## src/rtl/per2axi_r_burst_fifo_pkg.sv

```systemverilog
// Shared definitions for the per2axi R-channel burst FIFO: AXI response
// encodings and the stored-entry width helper.
package per2axi_r_burst_fifo_pkg;

    localparam logic [1:0] RESP_OKAY   = 2'b00;
    localparam logic [1:0] RESP_EXOKAY = 2'b01;
    localparam logic [1:0] RESP_SLVERR = 2'b10;
    localparam logic [1:0] RESP_DECERR = 2'b11;

    // One stored beat is {id, user, data, resp(2), last(1)}.
    function automatic int entry_width(input int id_w, input int data_w, input int user_w);
        return 3 + data_w + user_w + id_w;
    endfunction

endpackage

```

## src/rtl/per2axi_fifo_mem.sv

```systemverilog
// DEPTH x WIDTH register array: one synchronous write port, one
// asynchronous read port, every entry cleared on reset.
module per2axi_fifo_mem #(
    parameter int WIDTH = 8,
    parameter int DEPTH = 4,
    parameter int AW    = $clog2(DEPTH)
) (
    input  logic             clk_i,
    input  logic             rst_ni,
    input  logic             we,
    input  logic [AW-1:0]    waddr,
    input  logic [WIDTH-1:0] wdata,
    input  logic [AW-1:0]    raddr,
    output logic [WIDTH-1:0] rdata
);

    logic [WIDTH-1:0] mem [DEPTH];

    // Storage: cleared on reset, written at waddr when we is high.
    always_ff @(posedge clk_i or negedge rst_ni) begin
        if (!rst_ni) begin
            for (int i = 0; i < DEPTH; i++) begin
                mem[i] <= '0;
            end
        end else if (we) begin
            mem[waddr] <= wdata;
        end
    end

    assign rdata = mem[raddr];

endmodule

```

## src/rtl/per2axi_r_burst_fifo.sv

```systemverilog
// AXI R-channel buffer: DEPTH-entry FIFO with beat and burst accounting
// and an optional packet mode that holds a burst until its last beat is
// stored (or the FIFO is full, so over-long bursts still drain).
//
// Handshakes: a beat transfers on a side only in a cycle where valid and
// ready are both high; valid never depends on ready, slave_ready_o depends
// only on registered occupancy, and once master_valid_o rises it, and the
// head payload, hold until the beat is taken.
module per2axi_r_burst_fifo
    import per2axi_r_burst_fifo_pkg::*;
#(
    parameter int ID_WIDTH    = 4,
    parameter int DATA_WIDTH  = 64,
    parameter int USER_WIDTH  = 6,
    parameter int DEPTH       = 4,
    parameter int PACKET_MODE = 0,
    parameter int AFULL_THR   = DEPTH - 1,
    parameter int CNT_WIDTH   = $clog2(DEPTH) + 1
) (
    input  logic                  clk_i,
    input  logic                  rst_ni,
    input  logic                  slave_valid_i,
    output logic                  slave_ready_o,
    input  logic [DATA_WIDTH-1:0] slave_data_i,
    input  logic [1:0]            slave_resp_i,
    input  logic [USER_WIDTH-1:0] slave_user_i,
    input  logic [ID_WIDTH-1:0]   slave_id_i,
    input  logic                  slave_last_i,
    output logic                  master_valid_o,
    input  logic                  master_ready_i,
    output logic [DATA_WIDTH-1:0] master_data_o,
    output logic [1:0]            master_resp_o,
    output logic [USER_WIDTH-1:0] master_user_o,
    output logic [ID_WIDTH-1:0]   master_id_o,
    output logic                  master_last_o,
    output logic [CNT_WIDTH-1:0]  count_o,
    output logic [CNT_WIDTH-1:0]  bursts_o,
    output logic                  almost_full_o
);

    localparam int ENTRY_W = entry_width(ID_WIDTH, DATA_WIDTH, USER_WIDTH);
    localparam int AW      = $clog2(DEPTH);
    localparam logic [CNT_WIDTH-1:0] FULL_CNT  = CNT_WIDTH'(DEPTH);
    localparam logic [CNT_WIDTH-1:0] AFULL_CNT = CNT_WIDTH'(AFULL_THR);

    logic [AW-1:0]        wrp;
    logic [AW-1:0]        rdp;
    logic [CNT_WIDTH-1:0] count;
    logic [CNT_WIDTH-1:0] bursts;
    logic                 push;
    logic                 pop;
    logic                 head_ok;
    logic [ENTRY_W-1:0]   wr_entry;
    logic [ENTRY_W-1:0]   rd_entry;

    assign slave_ready_o = (count != FULL_CNT);

    // Packet mode releases the head only when a whole burst is stored, or
    // when the FIFO is full of a burst longer than DEPTH (deadlock escape).
    generate
        if (PACKET_MODE != 0) begin : g_packet
            assign head_ok = (bursts != '0) || (count == FULL_CNT);
        end else begin : g_stream
            assign head_ok = 1'b1;
        end
    endgenerate

    assign master_valid_o = (count != '0) && head_ok;

    assign push = slave_valid_i && slave_ready_o;
    assign pop  = master_valid_o && master_ready_i;

    assign wr_entry = {slave_id_i, slave_user_i, slave_data_i, slave_resp_i, slave_last_i};
    assign {master_id_o, master_user_o, master_data_o, master_resp_o, master_last_o} = rd_entry;

    per2axi_fifo_mem #(
        .WIDTH (ENTRY_W),
        .DEPTH (DEPTH),
        .AW    (AW)
    ) u_mem (
        .clk_i (clk_i),
        .rst_ni(rst_ni),
        .we    (push),
        .waddr (wrp),
        .wdata (wr_entry),
        .raddr (rdp),
        .rdata (rd_entry)
    );

    // Pointers advance on their own handshake and wrap naturally (DEPTH is 2^n).
    always_ff @(posedge clk_i or negedge rst_ni) begin
        if (!rst_ni) begin
            wrp <= '0;
            rdp <= '0;
        end else begin
            if (push) wrp <= wrp + AW'(1);
            if (pop)  rdp <= rdp + AW'(1);
        end
    end

    // Beat count: +1 push only, -1 pop only, unchanged when both or neither.
    always_ff @(posedge clk_i or negedge rst_ni) begin
        if (!rst_ni) begin
            count <= '0;
        end else begin
            case ({push, pop})
                2'b10:   count <= count + CNT_WIDTH'(1);
                2'b01:   count <= count - CNT_WIDTH'(1);
                default: count <= count;
            endcase
        end
    end

    // Complete-burst count: tracks last beats entering and leaving.
    always_ff @(posedge clk_i or negedge rst_ni) begin
        if (!rst_ni) begin
            bursts <= '0;
        end else begin
            case ({push && slave_last_i, pop && master_last_o})
                2'b10:   bursts <= bursts + CNT_WIDTH'(1);
                2'b01:   bursts <= bursts - CNT_WIDTH'(1);
                default: bursts <= bursts;
            endcase
        end
    end

    assign count_o       = count;
    assign bursts_o      = bursts;
    assign almost_full_o = (count >= AFULL_CNT);

endmodule

```

## config.mk

```make
export PLATFORM = sky130hd
export DESIGN_NAME = per2axi_r_burst_fifo
export DESIGN_NICKNAME = d
export VERILOG_FILES = /design/src/rtl/per2axi_r_burst_fifo_pkg.sv /design/src/rtl/per2axi_fifo_mem.sv /design/src/rtl/per2axi_r_burst_fifo.sv
export SDC_FILE = /design/constraint.sdc
export NUM_CORES = 1
export LEC_CHECK = 0
export CORE_ASPECT_RATIO = 1.5
export CORE_MARGIN = 8
export CORE_UTILIZATION = 50
export DETAILED_ROUTE_END_ITERATION = 8
export GPL_TIMING_DRIVEN = 0
export PLACE_DENSITY = 0.76
export SLEW_MARGIN = 0
export SYNTH_ARGS = -nofsm -noshare
export SYNTH_HDL_FRONTEND = slang
export SYNTH_SLANG_ARGS = --single-unit
```

## constraint.sdc

```tcl
create_clock -name clk_i -period 5.54 [get_ports clk_i]
set_input_delay 1.108 -clock clk_i [delete_from_list [all_inputs] [get_ports clk_i]]
set_output_delay 1.108 -clock clk_i [all_outputs]
set_load 0.01 [all_outputs]
```

==> results of run 1 <==
[report_power, final]
| group | switching, mW | total, mW | leakage [nW] | internal (mW) |
|---|---|---|---|---|
| Clock | 0.890 | 2.23 | 0.550 | 1.34 |
| Sequential | 0.591 | 4.12 | 3.77 | 3.53 |
| Combinational | 1.97 | 5.23 | 2.74 | 3.27 |
| Total | 3.45 | 11.6 | 7.06 | 8.13 |
[metrics by stage]
stage               hold WS, ps  power [mW]  cells
global placement            483        9.35   1306
floorplan                   475        7.32    798
finish                      502        11.6   1366
detailed placement          490        9.49   1308
global route                511        12.3   1365
CTS                         504        11.8   1364
[layout by cell type (no fill, tap or decap)]
cell,netlist,routed
buf_6,16,16
xor2_1,4,4
mux2i_1,1,1
nor2_2,4,4
and2_1,1,1
nor3b_4,1,1
clkbuf_8,0,9
inv_1,7,7
clkbuf_16,0,31
diode_2,0,2
nand2_1,6,6
nor2_1,2,2
o31a_1,1,1
inv_8,0,1
a21o_1,1,1
inv_16,0,1
nor2b_1,1,1
mux4_2,77,77
buf_1,1,1
buf_8,0,1
ha_1,6,6
fa_1,2,2
or3_1,1,1
clkinv_2,0,5
buf_2,27,27
bufinv_16,0,4
buf_4,1,1
buf_16,0,2
clkdlybuf4s50_1,0,165
dfrtp_1,318,318
clkinv_4,0,2
mux2_2,310,310
clkbuf_1,5,8
xnor2_1,5,5
[area by class of cell]
type                    count  area share
clock inverters            13      0.0113
multi-input cells         423       0.323
well taps                 342      0.0250
inverters                   7     0.00153
clock buffers              43      0.0532
plain buffers              50      0.0202
flip-flops and latches    318       0.465
diodes                      2    0.000292
repair buffers            168       0.101
[worst paths after layout]
path	startpoint	end	slack, ps	cells after the start
max	rdp[1]	master_data_o[38]	1390	5
min reg2reg	u_mem.mem[82]	u_mem.mem[82]	500	1
max reg2reg	rdp[0]	bursts_o[2]	3180	8
max in group asynchronous	rst_ni	u_mem.mem[174]	3950	2
min	u_mem.mem[82]	u_mem.mem[82]	500	1
min in group asynchronous	rst_ni	u_mem.mem[203]	530	1
[state kept, by name (all words and copies together) (netlist names)]
register	cells
rdp	2
count_o	3
wrp	2
bursts_o	3
u_mem.mem	308
[per-layer routing]
metal | up-vias | GRT usage
met5 | - | 0
met4 | 0 | 0.0593
li1 | 3374 | -
met1 | 4046 | 0.221
met2 | 124 | 0.314
met3 | 41 | 0.0263
[critical path: stages (launching register included)]
cell and delay (ps):
dfrtp_1 320, clkbuf_1 270, buf_2 370, buf_1 570, mux4_2 430, clkdlybuf4s50_1 510
[cells by family after synthesis]
logic type | Yosys count
compound gates | 2
xor+xnor | 9
fa+ha+maj | 8
buf+inv | 57
flops | 318
mux | 388
simple gates | 16
==> results_dict.tcl, run 1 <==
set metrics [dict create \
    routed_wl_mm 29.3 \
    post_cts_buffers 0 \
    max-cap-violations 0 \
    m1WireLength_mm 12.3 \
    dr_wl_met3_um 942 \
    rsz0062_at_grt "false" \
    port_buffers 166 \
    ys_top_cells_by_area "dfrtp_1 57%, mux2_2 25%, mux4_2 13%" \
    place_congestion 0.722 \
    fp.dieW_um 152 \
    crit_path_end_kind "output port" \
    place_hpwl_mm 19.9 \
    firstDrtPassIters 4 \
    grt_overflow 0 \
    worst_slack_ps 1390 \
    ys_warn_count 0 \
    grt_first_pass_wirelength_mm 48.1 \
    start_util 0.509 \
    crit_required_ps 4430 \
    hold_viol 0 \
    synth_top_area_frac 0.574 \
    worst_clock_skew_ps 11.1 \
    row_count 74 \
    yosys-top-cells-count "318 x dfrtp_1, 310 x mux2_2, 77 x mux4_2, 27 x buf_2, 16 x buf_6" \
    top_level_ports 167 \
    synthAdderAreaFrac 0.00830 \
    synth_seq_area_share 0.574 \
    min_period_ps 4150 \
    worstMarginPinSlew_ps 746 \
    drive_above_1_share 0.481 \
    maxUsedRoutingLayer "met4" \
    cts.clk_slew.worst_paths_ps 60 \
    synth-edff-count 0 \
    vias 7585 \
    final_nets 1088 \
    crit_type "flip-flop to output port" \
    grt_usage 0.178 \
    clockBufferDepth 3 \
    startpoint_type "flip-flop" \
    p_per_area_nw_per_um2 676 \
    max_freq_mhz 241 \
    synth_top_family_by_area "multiplexers" \
    critPathMaxFanout 10 \
    cts_root_buffer "clkbuf_16" \
    grt_pass1_vias 8687 \
    final_core_util 0.629 \
    irDropWorstVdd_v 0.000467 \
    avgViaCountPerCell 5.55 \
    cts_tree "done" \
    worstSkewPairLatency_ps 570 \
    drt-initial-drc-count 269 \
    core-area_um2 27200 \
    cts_hold_buf 0 \
    place_ws_ps 1940 \
    hold_class "flip-flop to flip-flop" \
    synth.distinct_cells 23 \
    final_area_um2 17100 \
    syn_area_um2 13900 \
    synth-simple-area-share 0.00668 \
    syn_inst 798 \
    register_area_um2 7960 \
    cts_made_buffers 31 \
    finalCritPeriodShare 0.749 \
    p_leak_nw 7.06 \
    multi_input_area_um2 5540 \
    max-slew-margin-rel 0.503 \
    dieArea_um2 33400 \
    status "complete, no violations" \
    synthArstFlopShare 1.00 \
    antenna_found_initial 2 \
    fill_cells 2052 \
    drc 0 \
    setup_viol 0 \
    synth_nets 887 \
    synth_xor_area_frac 0.00568 \
    post_cts_resized 0 \
    grt_max_degree 118 \
    cp_data_arrival_time_ps 3040 \
    htree_levels 1 \
    drv_slew 0 \
    syn_avg_cell_area_um2 17.4 \
    wl_met2_mm 15.4 \
    synth.mux.area_fraction 0.378 \
    yosysMostFrequentCell "dfrtp_1" \
    chipHeight_um 220 \
    dpl_cell_area_um2 16000 \
    routedWlPerCell_um 21.5 \
    yosys.area.top_type "dfrtp_1" \
    cts_sinks 318 \
    synth_compound_area_frac 0.00117 \
    synth-seq-cells 318 \
    fin_setup_tns_ps 0 \
    area_growth_pct 23.5 \
    ys.flop_type "dfrtp_1" \
    ant_nets 0 \
]
Note: power is estimated with default switching activity, not from simulation.
==> inputs of run 2 (changes only) <==
--- a/config.mk
+++ b/config.mk
@@ -10,7 +10,7 @@
 export CORE_UTILIZATION = 50
 export DETAILED_ROUTE_END_ITERATION = 8
 export GPL_TIMING_DRIVEN = 0
-export PLACE_DENSITY = 0.76
+export PLACE_DENSITY = 0.79
 export SLEW_MARGIN = 0
 export SYNTH_ARGS = -nofsm -noshare
 export SYNTH_HDL_FRONTEND = slang
==> constraint.sdc (replaced) <==
create_clock -name clk_i -period 3.4 [get_ports clk_i]
set_input_delay 0.68 -clock clk_i [delete_from_list [all_inputs] [get_ports clk_i]]
set_output_delay 0.68 -clock clk_i [all_outputs]
set_load 0.01 [all_outputs]
==> run 2 against run 1 <==
Against the previous run:
- critical path depth unchanged
- cell count is 0.29% lower
- sequential share of layout area rose by 0.11 points
- largest cell class unchanged
- worst hold slack got worse by 380 ps
- clock power increased by 57%
- critical endpoint is now master_data_o[37]
- global-route usage grew 0.15 points
- clock skew is 5.4 ps lower
- combinational power is 64% higher
- worst setup slack got worse by 1200 ps
- critical path type unchanged
- flip-flop and latch count did not move
==> results_dict.tcl, run 2 (synthesized netlist as in run 1, its figures left out) <==
set metrics [dict create \
    status "complete, no violations" \
    place_inst 1308 \
    fill_cells 2029 \
    grt_pass1_vias 8669 \
    place_hpwl_mm 20.1 \
    cts_root_buffer "clkbuf_16" \
    cts_made_buffers 30 \
    max-slew-margin-rel 0.543 \
    post_cts_resized 14 \
    worstSkewPairLatency_ps 550 \
    p_per_area_nw_per_um2 1100 \
    p_leak_nw 7.05 \
    start_util 0.509 \
    avgViaCountPerCell 5.61 \
    largest_reg_flops 308 \
    r2r_slack_ps 1000 \
    reg2reg_from "rdp[0]" \
    max-cap-violations 0 \
    max_freq_mhz 307 \
    htree_levels 1 \
    cts_sinks 318 \
    critPathMaxStageDelay_ps 540 \
    hold_class "input pin to asynchronous set/reset pin" \
    irDropWorstVdd_v 0.000633 \
    finalCritPeriodShare 0.957 \
    startpoint_type "flip-flop" \
    crit_path_end_kind "output port" \
    ant_nets 0 \
    firstDrtPassIters 4 \
    vias 7640 \
    routedWlPerCell_um 21.8 \
    grt_max_degree 124 \
    n_antenna_cell 0 \
    cp_cell_sequence "clkbuf_4 -> buf_6 -> buf_6 -> mux4_2 -> clkdlybuf4s50_1" \
    cts.clk_slew.worst_paths_ps 60 \
    place_ws_ps 215 \
    final_cell_mix "318 x dfrtp_1, 310 x mux2_2, 165 x clkdlybuf4s50_1" \
    worst_slack_ps 146 \
    port_buffers 166 \
    grt_overflow 0 \
    cts_hold_buf 0 \
    regMostFlops "u_mem.mem" \
    crit_required_ps 2720 \
    crit_type "flip-flop to output port" \
    core-area_um2 27200 \
    row_count 74 \
    antenna_found_initial 0 \
    layout_commonest_cell "dfrtp_1" \
    critPathMaxFanout 10 \
    final_nets 1087 \
    crit_family "buffers and inverters" \
    drc 0 \
    reg2reg_depth 8 \
    worstMarginPinSlew_ps 686 \
    setup_viol 0 \
    whs_ps 123 \
    routed_wl_mm 29.6 \
    r2r_end "bursts_o[2]" \
    cp_data_arrival_time_ps 2570 \
    final_core_util 0.628 \
    drv_slew 0 \
    drt-initial-drc-count 283 \
    worst_path_most_repeated_cell "buf_6" \
    area_growth_pct 23.2 \
    min_period_ps 3250 \
    clockBufferDepth 3 \
    dieArea_um2 33400 \
    place_congestion 0.733 \
    top_level_ports 167 \
    hold_viol 0 \
    crit_buf_inv 4 \
    worst_clock_skew_ps 5.69 \
    cp_slowest_cell "mux4_2" \
    post_cts_buffers 0 \
    grt_usage 0.180 \
    grt_first_pass_wirelength_mm 48.3 \
    stdcell_count 1362 \
    drive_above_1_share 0.483 \
    cts_tree "done" \
    chipHeight_um 220 \
    fp.dieW_um 152 \
    rsz0062_at_grt "false" \
]
## run 2: cell types whose count changed in the layout (fill, tap and decap cells not counted), sizes merged
cell      change
inv           -2
diode         -2
clkinv        +1
buf           -2
clkinvlp      +1
## run 2: report_power, final
| part | switching [mW] | internal (mW) | total, mW | leakage (nW) |
|---|---|---|---|---|
| clock network | 1.42 | 2.07 | 3.49 | 0.512 |
| logic | 3.23 | 5.36 | 8.59 | 2.77 |
| registers | 0.970 | 5.75 | 6.72 | 3.77 |
## run 2: worst max path at each step
stage / slack [ps] / from / to / depth (start not counted)
2_1_floorplan: 1200 / rdp[0] / master_data_o[36] / 4
3_3_place_gp: -11850 / rst_ni / u_mem.mem[176] / 1
3_5_place_dp: 210 / rdp[1] / master_data_o[37] / 5
4_1_cts: 1 / rdp[0] / master_data_o[11] / 4
5_1_grt: 10 / rdp[0] / master_data_o[37] / 5
6_report: 150 / rdp[0] / master_data_o[37] / 5
## run 2: layout make-up
cell class	count	area (um2)	share of cell area
inverters	7	26.3	0.00154
well taps	342	428	0.0250
clock inverters	13	168	0.00981
clock buffers	41	863	0.0505
multi-input cells	423	5540	0.324
repair buffers	168	1720	0.101
flip-flops and latches	318	7960	0.466
plain buffers	50	383	0.0224
## run 2: per-layer routing
| metal | global-route usage | part of all wire | vias to the layer above |
|---|---|---|---|
| met5 | 0 | 0 | - |
| met4 | 0.0546 | 0.021 | 0 |
| met3 | 0.0289 | 0.038 | 38 |
| met2 | 0.320 | 0.53 | 154 |
| met1 | 0.221 | 0.41 | 4097 |
| li1 | - | - | 3351 |
## run 2: stage by stage
step | total power, mW | TNS, ps | area [um2]
after detailed placement | 15.5 | 0 | 16000
final | 18.8 | 0 | 17100
after global routing | 19.9 | 0 | 17100
after floorplan | 11.9 | 0 | 13900
after CTS | 19.1 | 0 | 17100
after global placement | 15.2 | -3758180 | 16000
==> inputs of run 3 (changes only) <==
--- a/config.mk
+++ b/config.mk
@@ -5,12 +5,14 @@
 export SDC_FILE = /design/constraint.sdc
 export NUM_CORES = 1
 export LEC_CHECK = 0
+export ABC_AREA = 1
 export CORE_ASPECT_RATIO = 1.5
 export CORE_MARGIN = 8
 export CORE_UTILIZATION = 50
 export DETAILED_ROUTE_END_ITERATION = 8
 export GPL_TIMING_DRIVEN = 0
-export PLACE_DENSITY = 0.79
+export PLACE_DENSITY = 0.78
+export SKIP_CTS_REPAIR_TIMING = 1
 export SLEW_MARGIN = 0
 export SYNTH_ARGS = -nofsm -noshare
 export SYNTH_HDL_FRONTEND = slang
==> run 3 against run 2 <==
Against the previous run:
- area after synthesis up 12%
- sequential power decreased by 3.6%
- power is 4.9% higher
- via count grew 99%
- worst setup slack got worse by 120 ps
- register-to-register slack got worse by 290 ps
- first-iteration DRC count rose to 5.1 times the previous value
- clock power about the same
- non-clock buffer count rose by 138
- routed wire length rose by 72%
- sequential share of layout area decreased by 4.3 points
- critical path depth is 2 higher
==> results_dict.tcl, run 3 <==
set metrics [dict create \
    firstDrtPassIters 6 \
    routedWlPerCell_um 19.7 \
    synth-edff-count 0 \
    drc 0 \
    critPathMaxStageDelay_ps 600 \
    critPathMaxFanout 10 \
    whs_ps 186 \
    crit_family "buffers and inverters" \
    cts_tree "done" \
    ant_nets 0 \
    largest_reg_flops 308 \
    worst_slack_ps 22.1 \
    reg2reg_from "rdp[1]" \
    port_buffers 165 \
    power_switching_share 0.423 \
    drv_slew 0 \
    cts_sinks 318 \
    cp_slowest_cell "clkdlybuf4s50_1" \
    cts_root_buffer "clkbuf_16" \
    crit_required_ps 2720 \
    synth_top_area_frac 0.513 \
    synth_nets 2050 \
    ys_top_cells_by_area "dfrtp_1 51%, nand2_1 16%, nand4_1 12%" \
    core-area_um2 30800 \
    start_util 0.503 \
    place_congestion 0.890 \
    final_cell_mix "647 x nand2_1, 318 x dfrtp_1, 310 x nand4_1" \
    grt_pass1_vias 15131 \
    syn_inst 1961 \
    drt-initial-drc-count 1456 \
    fp.dieW_um 160 \
    worstMarginPinSlew_ps 633 \
    avgViaCountPerCell 5.88 \
    fill_cells 2741 \
    syn_avg_cell_area_um2 7.92 \
    setup_viol 0 \
    chipHeight_um 232 \
    regMostFlops "u_mem.mem" \
    crit_buf_inv 5 \
    drive_above_1_share 0.0760 \
    yosys-top-cells-count "647 x nand2_1, 318 x dfrtp_1, 310 x nand4_1, 230 x nor2_1, 216 x o21ai_0" \
    irDropWorstVdd_v 0.000620 \
    synth_seq_area_share 0.513 \
    pwr-share-clk 0.177 \
    crit_type "flip-flop to output port" \
    cts.clk_slew.worst_paths_ps 60 \
    place_ws_ps 418 \
    r2r_end "bursts_o[2]" \
    routed_wl_mm 51.0 \
    final_nets 2250 \
    cp_cell_sequence "inv_2 -> buf_4 -> buf_6 -> clkbuf_4 -> o21ai_0 -> o21ai_0 -> clkdlybuf4s50_1" \
    synth.distinct_cells 19 \
    dieArea_um2 37100 \
    worstSkewPairLatency_ps 570 \
    max-slew-margin-rel 0.578 \
    combinationalPowerShare 0.494 \
    vias 15235 \
    yosys.area.top_type "dfrtp_1" \
    clockBufferDepth 3 \
    area_growth_pct 21.3 \
    syn_area_um2 15500 \
    r2r_slack_ps 710 \
    worst_path_most_repeated_cell "o21ai_0" \
    yosysMostFrequentCell "nand2_1" \
    place_hpwl_mm 35.8 \
    hold_class "input pin to asynchronous set/reset pin" \
    status "complete, no violations" \
    ys.flop_type "dfrtp_1" \
    p_sw_mw 8.35 \
    min_period_ps 3380 \
    p_leak_nw 9.20 \
    ys_warn_count 0 \
    hold_viol 0 \
    antenna_found_initial 2 \
    synth-seq-cells 318 \
    finalCritPeriodShare 0.993 \
    cts_made_buffers 30 \
    max_freq_mhz 296 \
    htree_levels 1 \
    rsz0062_at_grt "true" \
    top_level_ports 167 \
    layout_commonest_cell "nand2_1" \
    p_seq_frac 0.329 \
    synthArstFlopShare 1.00 \
    p_int_mw 11.4 \
    grt_max_degree 125 \
    startpoint_type "flip-flop" \
    grt_first_pass_wirelength_mm 80.1 \
    worst_clock_skew_ps 10.4 \
    reg2reg_depth 11 \
    p_per_area_nw_per_um2 1050 \
    crit_path_end_kind "output port" \
    grt_usage 0.268 \
    max-cap-violations 0 \
    cp_data_arrival_time_ps 2700 \
    grt_overflow 0 \
    row_count 79 \
]
==> run 3: cell types whose count changed after synthesis, sizes merged, moves of 78 or more <==
cell,delta
nor2,+224
o21ai,+230
buf,+78
nand2,+641
mux2,-310
nand4,+310
==> run 3: cell families (layout without fill, tap and decap cells) <==
| logic type | after synthesis | count (layout) | synth area share |
|---|---|---|---|
| simple gates | 1201 | 1201 | 0.343 |
| compound gates | 230 | 230 | 0.0742 |
| xor+xnor | 2 | 2 | 0.00113 |
| flops | 318 | 318 | 0.513 |
| fa+ha+maj | 8 | 8 | 0.00742 |
| other cells | 0 | 2 | 0 |
| buf+inv | 202 | 425 | 0.0621 |
==> run 3: worst max path at each step <==
stage,from,endpoint,slack (ps),cells after the start
CTS,rdp[0],master_data_o[42],-180,7
detailed placement,rdp[0],master_data_o[42],420,7
floorplan,slave_valid_i,bursts_o[2],1080,8
finish,rdp[0],master_data_o[34],20,7
global placement,rst_ni,u_mem.mem[282],-12070,1
global route,rdp[0],master_data_o[31],-50,7
==> run 3: final cells by class <==
type / instances / area (um2) / share of cell area
clock inverters: 7 / 110 / 0.00585
multi-input cells: 1441 / 6600 / 0.351
flip-flops and latches: 318 / 7960 / 0.423
well taps: 405 / 507 / 0.0269
diodes: 2 / 5.00 / 0.000266
inverters: 14 / 55.1 / 0.00292
plain buffers: 188 / 950 / 0.0504
repair buffers: 168 / 1740 / 0.0925
clock buffers: 48 / 900 / 0.0478
==> run 3: metal layers <==
| metal | share of wire | vias to the layer above | track usage |
|---|---|---|---|
| li1 | - | 7030 | - |
| met5 | 0 | - | 0 |
| met3 | 0.073 | 182 | 0.0413 |
| met4 | 0.052 | 0 | 0.155 |
| met1 | 0.37 | 7315 | 0.314 |
| met2 | 0.50 | 708 | 0.462 |
==> run 3: stage by stage <==
step	utilization	cells	cell area [um2]	power [mW]	setup TNS (ps)
global placement	0.573	2531	17700	15.8	-3827250
global route	0.610	2590	18800	21.1	-75.6
detailed placement	0.576	2534	17800	16.1	0
floorplan	-	1961	15500	11.8	0
CTS	0.609	2589	18800	19.6	-6170
finish	0.610	2591	18800	19.7	0
==> run 3: power groups by stage <==
| stage | clock network (mW) | registers (mW) | logic (mW) |
|---|---|---|---|
| CTS | 3.52 | 6.44 | 9.64 |
| finish | 3.50 | 6.48 | 9.74 |
| detailed placement | 0 | 6.49 | 9.58 |
| global placement | 0 | 6.43 | 9.36 |
| floorplan | 0 | 6.25 | 5.57 |
| global route | 3.66 | 6.66 | 10.7 |
